`src/rtl/voltage_converter_if.sv`:
```
// -----------------------------------------------------------------------------
// voltage_converter_if
//   Bundles the ADC/calibration inputs and the display-facing voltage outputs
//   of voltage_converter.
//   master : drives ad_data, voc_finish, voc_data; observes the volt_* outputs
//   slave  : the converter itself
//   ad_data    raw ADC sample, one per clock
//   voc_finish calibration done (level, sticky until reset)
//   voc_data   calibrated 0 V ADC code
//   volt_sign  1 = negative voltage
//   volt_mv    |voltage| in mV, binary
//   volt_bcd   |voltage| in mV, 5 BCD digits, [19:16] = ten-thousands
//   volt_valid one-cycle pulse when the outputs update
// -----------------------------------------------------------------------------
interface voltage_converter_if #(
   parameter int WIDTH = 8
);
   logic [WIDTH-1:0] ad_data;
   logic             voc_finish;
   logic [WIDTH-1:0] voc_data;
   logic             volt_sign;
   logic [16:0]      volt_mv;
   logic [19:0]      volt_bcd;
   logic             volt_valid;

   modport master (
      output ad_data, voc_finish, voc_data,
      input  volt_sign, volt_mv, volt_bcd, volt_valid
   );

   modport slave (
      input  ad_data, voc_finish, voc_data,
      output volt_sign, volt_mv, volt_bcd, volt_valid
   );
endinterface

```
`src/rtl/voltage_converter.sv`:
```
// -----------------------------------------------------------------------------
// voltage_converter
//   Latches the 0 V calibration code once calibration completes, then averages
//   blocks of 2^AVG_LOG2 ADC samples, removes the offset, scales the result to
//   signed millivolts and converts the magnitude to 5 BCD digits.
//   Ports:
//     clk    system clock, one ADC sample per cycle
//     rst_n  asynchronous active-low reset
//     bus    voltage_converter_if.slave (ADC/calibration in, voltage out)
//   Flow: IDLE -> ACC (N cycles) -> CALC (2) -> BCD (17) -> DONE (1) -> ACC ...
//   Dropping voc_finish in any non-IDLE state aborts to IDLE without a pulse.
// -----------------------------------------------------------------------------
module voltage_converter #(
   parameter int WIDTH       = 8,
   parameter int AVG_LOG2    = 4,
   parameter int SCALE_NUM   = 20000,
   parameter int SCALE_SHIFT = 8
) (
   input logic                clk,
   input logic                rst_n,
   voltage_converter_if.slave bus
);

   localparam int N      = 1 << AVG_LOG2;
   localparam int SUM_W  = WIDTH + AVG_LOG2;
   localparam int PROD_W = WIDTH + 16;
   localparam int MV_MAX = 99999;
   localparam int CNT_W  = (AVG_LOG2 + 1 > 5) ? AVG_LOG2 + 1 : 5;

   localparam logic [2:0] S_IDLE = 3'd0;
   localparam logic [2:0] S_ACC  = 3'd1;
   localparam logic [2:0] S_CALC = 3'd2;
   localparam logic [2:0] S_BCD  = 3'd3;
   localparam logic [2:0] S_DONE = 3'd4;

   logic [2:0]       state_q,      state_d;
   logic [CNT_W-1:0] cnt_q,        cnt_d;
   logic [SUM_W-1:0] sum_q,        sum_d;
   logic [WIDTH-1:0] offset_q,     offset_d;
   logic [WIDTH-1:0] mag_q,        mag_d;
   logic             neg_q,        neg_d;
   logic [16:0]      mv_q,         mv_d;
   logic [16:0]      bin_q,        bin_d;
   logic [19:0]      bcd_q,        bcd_d;
   logic             volt_sign_q,  volt_sign_d;
   logic [16:0]      volt_mv_q,    volt_mv_d;
   logic [19:0]      volt_bcd_q,   volt_bcd_d;
   logic             volt_valid_q, volt_valid_d;

   // Datapath helpers
   logic [SUM_W:0]        avg_sum;
   logic [SUM_W:0]        avg_raw;
   logic [WIDTH-1:0]      avg_sat;
   logic signed [WIDTH:0] diff;
   logic [PROD_W:0]       prod;
   logic [PROD_W:0]       scaled;
   logic [16:0]           mv_calc;
   logic [19:0]           bcd_adj;
   logic [36:0]           dabble;

   always_comb begin
      // NOTE: every variable gets a default first so no path leaves one
      // unassigned; that is what keeps this block free of inferred latches.
      state_d      = state_q;
      cnt_d        = cnt_q;
      sum_d        = sum_q;
      offset_d     = offset_q;
      mag_d        = mag_q;
      neg_d        = neg_q;
      mv_d         = mv_q;
      bin_d        = bin_q;
      bcd_d        = bcd_q;
      volt_sign_d  = volt_sign_q;
      volt_mv_d    = volt_mv_q;
      volt_bcd_d   = volt_bcd_q;
      volt_valid_d = 1'b0;

      // Rounded average (half up), saturated to the ADC code range.
      avg_sum = (SUM_W + 1)'(sum_q) + (SUM_W + 1)'(N / 2);
      avg_raw = avg_sum >> AVG_LOG2;
      if (avg_raw > (SUM_W + 1)'((1 << WIDTH) - 1)) begin
         avg_sat = '1;
      end else begin
         avg_sat = avg_raw[WIDTH-1:0];
      end
      diff = $signed({1'b0, avg_sat}) - $signed({1'b0, offset_q});

      // Magnitude to mV with round-half-up, clamped to five digits.
      prod   = (PROD_W + 1)'(mag_q) * (PROD_W + 1)'(SCALE_NUM);
      prod   = prod + ((PROD_W + 1)'(1) << (SCALE_SHIFT - 1));
      scaled = prod >> SCALE_SHIFT;
      if (scaled > (PROD_W + 1)'(MV_MAX)) begin
         mv_calc = 17'(MV_MAX);
      end else begin
         mv_calc = scaled[16:0];
      end

      // Double-dabble step: add 3 to any digit >= 5, then shift one bit in.
      bcd_adj = bcd_q;
      for (int i = 0; i < 5; i++) begin
         if (bcd_q[4*i +: 4] >= 4'd5) begin
            bcd_adj[4*i +: 4] = bcd_q[4*i +: 4] + 4'd3;
         end
      end
      dabble = {bcd_adj, bin_q} << 1;

      if (state_q != S_IDLE && !bus.voc_finish) begin
         // Calibration lost: discard the partial result, keep the outputs.
         state_d = S_IDLE;
      end else begin
         case (state_q)
            S_IDLE: begin
               if (bus.voc_finish) begin
                  offset_d = bus.voc_data;
                  sum_d    = '0;
                  cnt_d    = '0;
                  state_d  = S_ACC;
               end
            end
            S_ACC: begin
               sum_d = sum_q + SUM_W'(bus.ad_data);
               if (cnt_q == CNT_W'(N - 1)) begin
                  cnt_d   = '0;
                  state_d = S_CALC;
               end else begin
                  cnt_d = cnt_q + 1'b1;
               end
            end
            S_CALC: begin
               if (cnt_q == '0) begin
                  neg_d = diff[WIDTH];
                  mag_d = diff[WIDTH] ? WIDTH'(-diff) : diff[WIDTH-1:0];
                  cnt_d = CNT_W'(1);
               end else begin
                  mv_d    = mv_calc;
                  bin_d   = mv_calc;
                  bcd_d   = '0;
                  cnt_d   = '0;
                  state_d = S_BCD;
               end
            end
            S_BCD: begin
               bcd_d = dabble[36:17];
               bin_d = dabble[16:0];
               if (cnt_q == CNT_W'(16)) begin
                  cnt_d   = '0;
                  state_d = S_DONE;
               end else begin
                  cnt_d = cnt_q + 1'b1;
               end
            end
            S_DONE: begin
               volt_mv_d    = mv_q;
               volt_bcd_d   = bcd_q;
               // A zero reading is never reported as negative.
               volt_sign_d  = neg_q & (mv_q != '0);
               volt_valid_d = 1'b1;
               sum_d        = '0;
               cnt_d        = '0;
               state_d      = S_ACC;
            end
            default: state_d = S_IDLE;
         endcase
      end
   end

   // NOTE: sequential state uses non-blocking assignments so every flop
   // samples its _d value from before the edge, independent of block order.
   // NOTE: every register here is reset, datapath included, because the
   // outputs must read 0 during and right after reset.
   always_ff @(posedge clk or negedge rst_n) begin
      if (!rst_n) begin
         state_q      <= S_IDLE;
         cnt_q        <= '0;
         sum_q        <= '0;
         offset_q     <= '0;
         mag_q        <= '0;
         neg_q        <= 1'b0;
         mv_q         <= '0;
         bin_q        <= '0;
         bcd_q        <= '0;
         volt_sign_q  <= 1'b0;
         volt_mv_q    <= '0;
         volt_bcd_q   <= '0;
         volt_valid_q <= 1'b0;
      end else begin
         state_q      <= state_d;
         cnt_q        <= cnt_d;
         sum_q        <= sum_d;
         offset_q     <= offset_d;
         mag_q        <= mag_d;
         neg_q        <= neg_d;
         mv_q         <= mv_d;
         bin_q        <= bin_d;
         bcd_q        <= bcd_d;
         volt_sign_q  <= volt_sign_d;
         volt_mv_q    <= volt_mv_d;
         volt_bcd_q   <= volt_bcd_d;
         volt_valid_q <= volt_valid_d;
      end
   end

   assign bus.volt_sign  = volt_sign_q;
   assign bus.volt_mv    = volt_mv_q;
   assign bus.volt_bcd   = volt_bcd_q;
   assign bus.volt_valid = volt_valid_q;

endmodule
```
`src/flat_wrapper.sv`:
```
// flat-port wrapper written by rule: the top's interface ports become plain ports
module voltage_converter_flat 
#(
   parameter int WIDTH       = 8,
   parameter int AVG_LOG2    = 4,
   parameter int SCALE_NUM   = 20000,
   parameter int SCALE_SHIFT = 8
)
  (clk, rst_n, bus_ad_data, bus_voc_finish, bus_voc_data, bus_volt_sign, bus_volt_mv, bus_volt_bcd, bus_volt_valid);
  voltage_converter_if #(.WIDTH(WIDTH)) bus_i ();
  input logic clk;
  input logic rst_n;
  input wire logic [$bits(bus_i.ad_data)-1:0] bus_ad_data;
  input wire logic [$bits(bus_i.voc_finish)-1:0] bus_voc_finish;
  input wire logic [$bits(bus_i.voc_data)-1:0] bus_voc_data;
  output wire logic [$bits(bus_i.volt_sign)-1:0] bus_volt_sign;
  output wire logic [$bits(bus_i.volt_mv)-1:0] bus_volt_mv;
  output wire logic [$bits(bus_i.volt_bcd)-1:0] bus_volt_bcd;
  output wire logic [$bits(bus_i.volt_valid)-1:0] bus_volt_valid;
  assign bus_i.ad_data = bus_ad_data;
  assign bus_i.voc_finish = bus_voc_finish;
  assign bus_i.voc_data = bus_voc_data;
  assign bus_volt_sign = bus_i.volt_sign;
  assign bus_volt_mv = bus_i.volt_mv;
  assign bus_volt_bcd = bus_i.volt_bcd;
  assign bus_volt_valid = bus_i.volt_valid;
  voltage_converter #(.WIDTH(WIDTH), .AVG_LOG2(AVG_LOG2), .SCALE_NUM(SCALE_NUM), .SCALE_SHIFT(SCALE_SHIFT)) u_core (.clk(clk), .rst_n(rst_n), .bus(bus_i));
endmodule
```
`config.mk`:
```
export PLATFORM = sky130hd
export DESIGN_NAME = voltage_converter_flat
export DESIGN_NICKNAME = d
export VERILOG_FILES = /design/src/rtl/voltage_converter_if.sv /design/src/rtl/voltage_converter.sv /design/src/flat_wrapper.sv
export SDC_FILE = /design/constraint.sdc
export NUM_CORES = 1
export LEC_CHECK = 0
export ABC_AREA = 1
export BUFFER_PORTS_ARGS = -buffer_cell sky130_fd_sc_hd__buf_4
export CAP_MARGIN = 15
export CORE_ASPECT_RATIO = 2
export CORE_MARGIN = 3
export CORE_UTILIZATION = 48
export DETAILED_ROUTE_END_ITERATION = 12
export PLACE_DENSITY = 0.74
export SETUP_SLACK_MARGIN = 0.4
export SYNTH_ARGS = -nofsm -noshare
export SYNTH_HDL_FRONTEND = slang
export SYNTH_SLANG_ARGS = --single-unit
```
`constraint.sdc`:
```
create_clock -name clk -period 7.4 [get_ports clk]
set_input_delay 0.37 -clock clk [delete_from_list [all_inputs] [get_ports clk]]
set_output_delay 0.37 -clock clk [all_outputs]
set_load 0.1 [all_outputs]
```
==> results_dict.tcl, run 1 <==
set metrics [dict create \
    wl_per_cell_um 14.3 \
    gp_congestion 0.959 \
    synth_ff_type "dfrtp_1" \
    cts_inserted_buffers 17 \
    antennaDiodeCount 0 \
    yosysSeqAreaShare_pct 39.0 \
    critical_path.startpoint "u_core.mag_q[5]" \
    layout_min_cycle_time_ns 4.14 \
    start_util_pct 49.0 \
    area_growth_pct 14.7 \
    worstSetupPathType "reg2reg" \
    htreeDepth 4 \
    die_h_um 191 \
    drt_pre_antenna_iters 4 \
    worstPathArrival_ns 4.40 \
    vias 7004 \
    drc_errors 0 \
    grt_pass1_wl_um 31500 \
    clock-root-buffer "clkbuf_16" \
    worstHoldPathType "in2reg" \
    worstMarginPinSlew_ns 0.989 \
    drive_above_1_share_pct 11.8 \
    grt-ovfl-total 0 \
    core-area_um2 16800 \
    ant_nets 0 \
    hold_viol 0 \
    wirelength_um 18700 \
    status "finished clean" \
    cts_tree "yes" \
    path_max_fanout 6 \
    min_from "bus_voc_data[0]" \
    grt_use_total_pct 20.4 \
    clock-sinks 128 \
    path_clk_slew_ns 0.06 \
    antenna_found_initial 0 \
    tns_ns 0 \
    fin_skew_ns 0.00564 \
    cp-start-kind "flop" \
    rows 67 \
    cts_setup_buffers 0 \
    avgSynthCellArea_um2 7.93 \
    drt-initial-drc-count 290 \
    syn-num-nets 1140 \
    grt_start_max_net_pins 69 \
    setup_violations 0 \
    dr_wl_met2_um 10700 \
    required_ns 7.66 \
    synthDistinctLibCells 48 \
    fmax_ghz 0.242 \
    io_pins 58 \
    r2r_start "u_core.mag_q[5]" \
    fin_crit_sh_pct 55.9 \
    port_buffers 56 \
    cts_buffer_depth 2 \
    maxSlewViolCount 0 \
    die_w_um 98.5 \
    wl_met1_um 6920 \
    relSlewSlack_pct 33.7 \
    route.met3.wl_um 471 \
    cp-end-kind "flop" \
    dieArea_um2 18800 \
    worst_skew_pair.late_latency_ns 0.41 \
    ys_warn_count 0 \
    highest_layer "met4" \
    viasPerCell 5.33 \
    dpl.hpwl_um 14200 \
    drv_cap 0 \
    async_flop_share_pct 100 \
    rsz0062_at_grt "no" \
    synth_cells 1036 \
    synth-edff-count 0 \
    first_global_vias 6926 \
    fin_nets 1198 \
    syn_area_um2 8210 \
    ys_seq_elements 128 \
]
[placed cells by master (no fill, tap or decap), types with 4 or more instances in the layout]
cell type,instances
ha_1,71
xor2_1,20
o211ai_1,8
inv_2,10
nand4_1,12
a21oi_1,52
clkbuf_16,17
fa_1,14
nor2_1,74
inv_1,156
o32ai_1,10
nand3_1,49
dfrtp_1,128
o21ai_0,77
buf_4,58
nand2_1,247
nand2_2,7
xnor2_1,4
nor2_2,9
nor3_1,10
o21ai_1,6
o22ai_1,11
nor4_1,5
[logic make-up (layout without fill, tap and decap cells)]
kind of cell	after synthesis	after routing	share of synthesized area, %
AOI/OAI and AO/OA	182	182	12.6
other	1	1	0.0457
and+or+nand+nor	427	427	22.3
adders and majority gates	85	85	14.2
buffers and inverters	187	257	8.95
DFF	128	128	39.0
muxes	2	2	0.259
xor gates and xnor gates	24	24	2.56
[final timing paths]
path	slack (ns)	to	cells past startpoint
max	3.26	u_core.bin_q[12]	19
max in group asynchronous	5.39	u_core.cnt_q[2]	4
min	0.20	u_core.offset_q[0]	2
max reg2reg	3.26	u_core.bin_q[12]	19
min in group asynchronous	0.36	u_core.mv_q[13]	2
min reg2reg	0.47	u_core.bus.volt_mv[6]	2
[critical path, cell delays in order, from the launching register on]
cell	delay, ns
dfrtp_1	0.46
fa_1	0.59
fa_1	0.43
ha_1	0.29
inv_1	0.05
fa_1	0.53
inv_1	0.04
ha_1	0.34
a21oi_1	0.31
nor2_1	0.07
nor2_1	0.13
nand3_1	0.08
nand2_1	0.12
nand2_1	0.10
nor2_2	0.13
nand2_1	0.06
nand2_1	0.08
nand2_1	0.05
nand2_1	0.06
o21ai_0	0.07
[state kept, by name (all words and copies together), names as in the netlist, 3 cells and up]
signal / count
u_core.mag_q: 8
u_core.bcd_q: 20
u_core.cnt_q: 5
u_core.offset_q: 8
u_core.bus.volt_bcd: 20
u_core.state_q: 3
u_core.bin_q: 17
u_core.bus.volt_mv: 16
u_core.mv_q: 16
u_core.sum_q: 12
[per-layer routing]
layer	up-vias	global-route usage (%)
met2	144	40.2
li1	3480	-
met4	0	9.21
met1	3333	20.7
met5	-	0
met3	47	2.81
[through the flow]
step | std cells | hold WS (ns) | utilization [%] | setup WS, ns | instance area [um2]
CTS | 1313 | 0.183 | 56.2 | 3.24 | 9420
detailed placement | 1281 | 0.246 | 52.5 | 3.26 | 8800
finish | 1313 | 0.195 | 56.2 | 3.26 | 9420
floorplan | 1036 | 0.0744 | - | 3.59 | 8210
global placement | 1281 | 0.248 | 52.5 | 3.36 | 8800
global route | 1313 | 0.196 | 56.2 | 2.86 | 9420
[Yosys cell counts, types with 4 or more instances]
cell type	count	area (um2)
o32ai_1	10	87.6
inv_1	156	586
ha_1	71	888
dfrtp_1	128	3200
nand4_1	12	75.1
nand2_1	247	927
xnor2_1	4	35.0
nor3_1	10	50.1
o21ai_1	6	30.0
o22ai_1	11	68.8
xor2_1	20	175
clkbuf_1	10	37.5
a21oi_1	52	260
nor2_1	74	278
nand3_1	49	245
inv_2	10	37.5
nand2_2	7	43.8
nor4_1	5	31.3
o21ai_0	77	385
buf_2	6	30.0
nor2_2	9	56.3
o211ai_1	8	60.1
fa_1	14	280
[final cells by class]
cell class | instances | area, um2
clock inverters | 9 | 131
fillers | 1581 | 7350
well taps | 207 | 259
multi-input cells | 721 | 4270
inverters | 167 | 629
repair buffers | 59 | 445
clock buffers | 22 | 474
flip-flops and latches | 128 | 3200
[timing repair]
action	CTS	global route
hold endpoints to repair	17	0
hold buffers	1	0
resized for setup	0	0
setup endpoints to repair	0	0
Power of run 1 is left out: the tool's default activity adds up to more than one toggle a clock period on the data nets, which glitch-free logic cannot reach.
==> run 2: changes to the inputs <==
PLACE_DENSITY = 0.76   (was 0.74)
clock period = 3.6 ns   (was 7.4 ns; I/O delays follow)
==> run 2 against run 1 <==
  * The flow now finishes with violations (negative setup slack)
  * Non-clock buffer count increased by 64
  * Largest cell class unchanged
  * Count of clock-buffer cells in the layout decreased by 3
  * Register-to-register slack got worse by 3.5 ns
  * Global-route usage increased by 2.5 points
==> results_dict.tcl, run 2 (synthesis results as in run 1) <==
set metrics [dict create \
    status "finished with violations" \
    violations "negative setup slack" \
    antenna_found_initial 0 \
    seq_area_um2 3210 \
    fmax_ghz 0.261 \
    fill_cells 1409 \
    fin_nets 1262 \
    worst_skew_pair.late_latency_ns 0.43 \
    ant_nets 0 \
    viasPerCell 5.37 \
    dpl.hpwl_um 15400 \
    cp-start-kind "flop" \
    core-area_um2 16800 \
    area_growth_pct 27.6 \
    fin_skew_ns 0.0137 \
    top_usage_layer "met2" \
    grt-ovfl-total 0 \
    final_cell_mix "nand2_1 (225), inv_1 (149), dfrtp_1 (124), buf_4 (105), nor2_1 (66)" \
    crit_slowest_cell "fa_1" \
    crit_path_max_incr_delay_ns 0.56 \
    grtUsageMet2_pct 46.0 \
    fin_util_pct 62.5 \
    grt_use_met3_pct 3.73 \
    wirelength_um 21100 \
    dieArea_um2 18800 \
    placedCellCount 1322 \
    start_util_pct 49.0 \
    first_global_vias 7656 \
    relSlewSlack_pct 40.7 \
    grt_pass1_wl_um 34600 \
    antennaDiodeCount 0 \
    drv_cap 0 \
    path_max_fanout 3 \
    io_pins 58 \
    rsz0062_at_grt "yes" \
    clock-root-buffer "clkbuf_16" \
    cts_buffer_depth 2 \
    drc_errors 0 \
    port_buffers 56 \
    grt_use_total_pct 22.9 \
    worstHoldPathType "in2reg" \
    crit_chain "ha_4 -> ha_4 -> inv_2 -> fa_1 -> fa_1 -> fa_2 -> nor2_1 -> nand3_1 -> nor2_2 -> nand3_2 -> nor2_4 -> nand3_4 -> buf_6 -> buf_6 -> a21oi_2 -> o22ai_1" \
    path_clk_slew_ns 0.07 \
    drt-initial-drc-count 262 \
    cts_inserted_buffers 17 \
    grt_start_max_net_pins 78 \
    fin_area_um2 10500 \
    rows 67 \
    instances_no_fill 1378 \
    grtUsageMet1_pct 21.2 \
    multi_input_comb_area_um2 4770 \
    worstPathArrival_ns 4.12 \
    setup_violations 18 \
    layout_min_cycle_time_ns 3.83 \
    required_ns 3.89 \
    drt_pre_antenna_iters 6 \
    die_h_um 191 \
    fin_crit_sh_pct 106 \
    drive_above_1_share_pct 23.5 \
    die_w_um 98.5 \
    worstMarginPinSlew_ns 0.890 \
    vias 7398 \
    gp_congestion 0.889 \
    setup_slack_ns -0.228 \
    wl_per_cell_um 15.3 \
    cts_tree "yes" \
    hold_viol 0 \
    worstSetupPathType "reg2reg" \
    htreeDepth 4 \
    clock-sinks 128 \
    cp-end-kind "flop" \
    place_area_um2 9230 \
    maxSlewViolCount 0 \
    final_common_cell "nand2_1" \
]
run 2: cell count changes in the layout (fill, tap and decap cells not counted), moves of 11 or more:
cell and delta:
nand2_2 +16, nand2_1 -22, nor2_4 +11, o21ai_0 -14, buf_4 +47, ha_1 -11
run 2: metal layers:
layer,share of wire [%],vias to the layer above
met5,0,-
met4,5.0,0
met3,2.8,73
met2,58,172
met1,34,3543
li1,-,3610
run 2: worst max-delay path, delay by kind of cell, from the launching register on:
family	cells	cell delay [ns]
AOI/OAI and AO/OA	2	0.18
DFF	1	0.46
and+or+nand+nor	6	0.76
buffers and inverters	3	0.28
adders and majority gates	5	2.00
run 2: final timing paths:
check / slack [ns] / depth (start not counted) / end / from
worst max-delay path: -0.23 / 16 / u_core.bin_q[9] / u_core.mag_q[2]
worst min-delay path: 0.0007 / 3 / u_core.offset_q[2] / bus_voc_data[2]
worst max register to register: -0.23 / 16 / u_core.bin_q[9] / u_core.mag_q[2]
worst min register to register: 0.48 / 2 / u_core.bus.volt_mv[13] / u_core.bus.volt_mv[13]
max in group asynchronous: 2.40 / 3 / u_core.bin_q[14] / rst_n
min in group asynchronous: 0.35 / 2 / u_core.bus.volt_bcd[15] / rst_n
run 2: per-stage QoR:
stage          hold slack, ns  TNS [ns]  setup slack, ns
2_1_floorplan          -0.116    -0.108          -0.0721
3_3_place_gp            0.269     -1.08           -0.148
3_5_place_dp            0.272     -2.13           -0.229
4_1_cts               0.00127     -1.53           -0.164
5_1_grt                0.0330     -6.00           -0.441
6_report             0.000729     -2.67           -0.228
run 2: layout make-up:
type                       count  share of cell area (%)
tap                          207                    2.47
clock inverter                13                    1.45
clock buffer                  19                    4.32
multi-input combinational    721                    45.6
timing repair buffer         123                    9.54
inverter                     167                    6.01
sequential                   128                    30.6
run 2: repair_timing:
action / in CTS / in global routing
gates cloned: 0 / 0
hold buffers: 7 / 0
endpoints found under the hold margin: 57 / 0
resized for setup: 48 / 50
setup endpoints to repair: 29 / 32
pin swaps: 19 / 21
buffers inserted: 9 / 8
Power of run 2 is left out for the same reason.
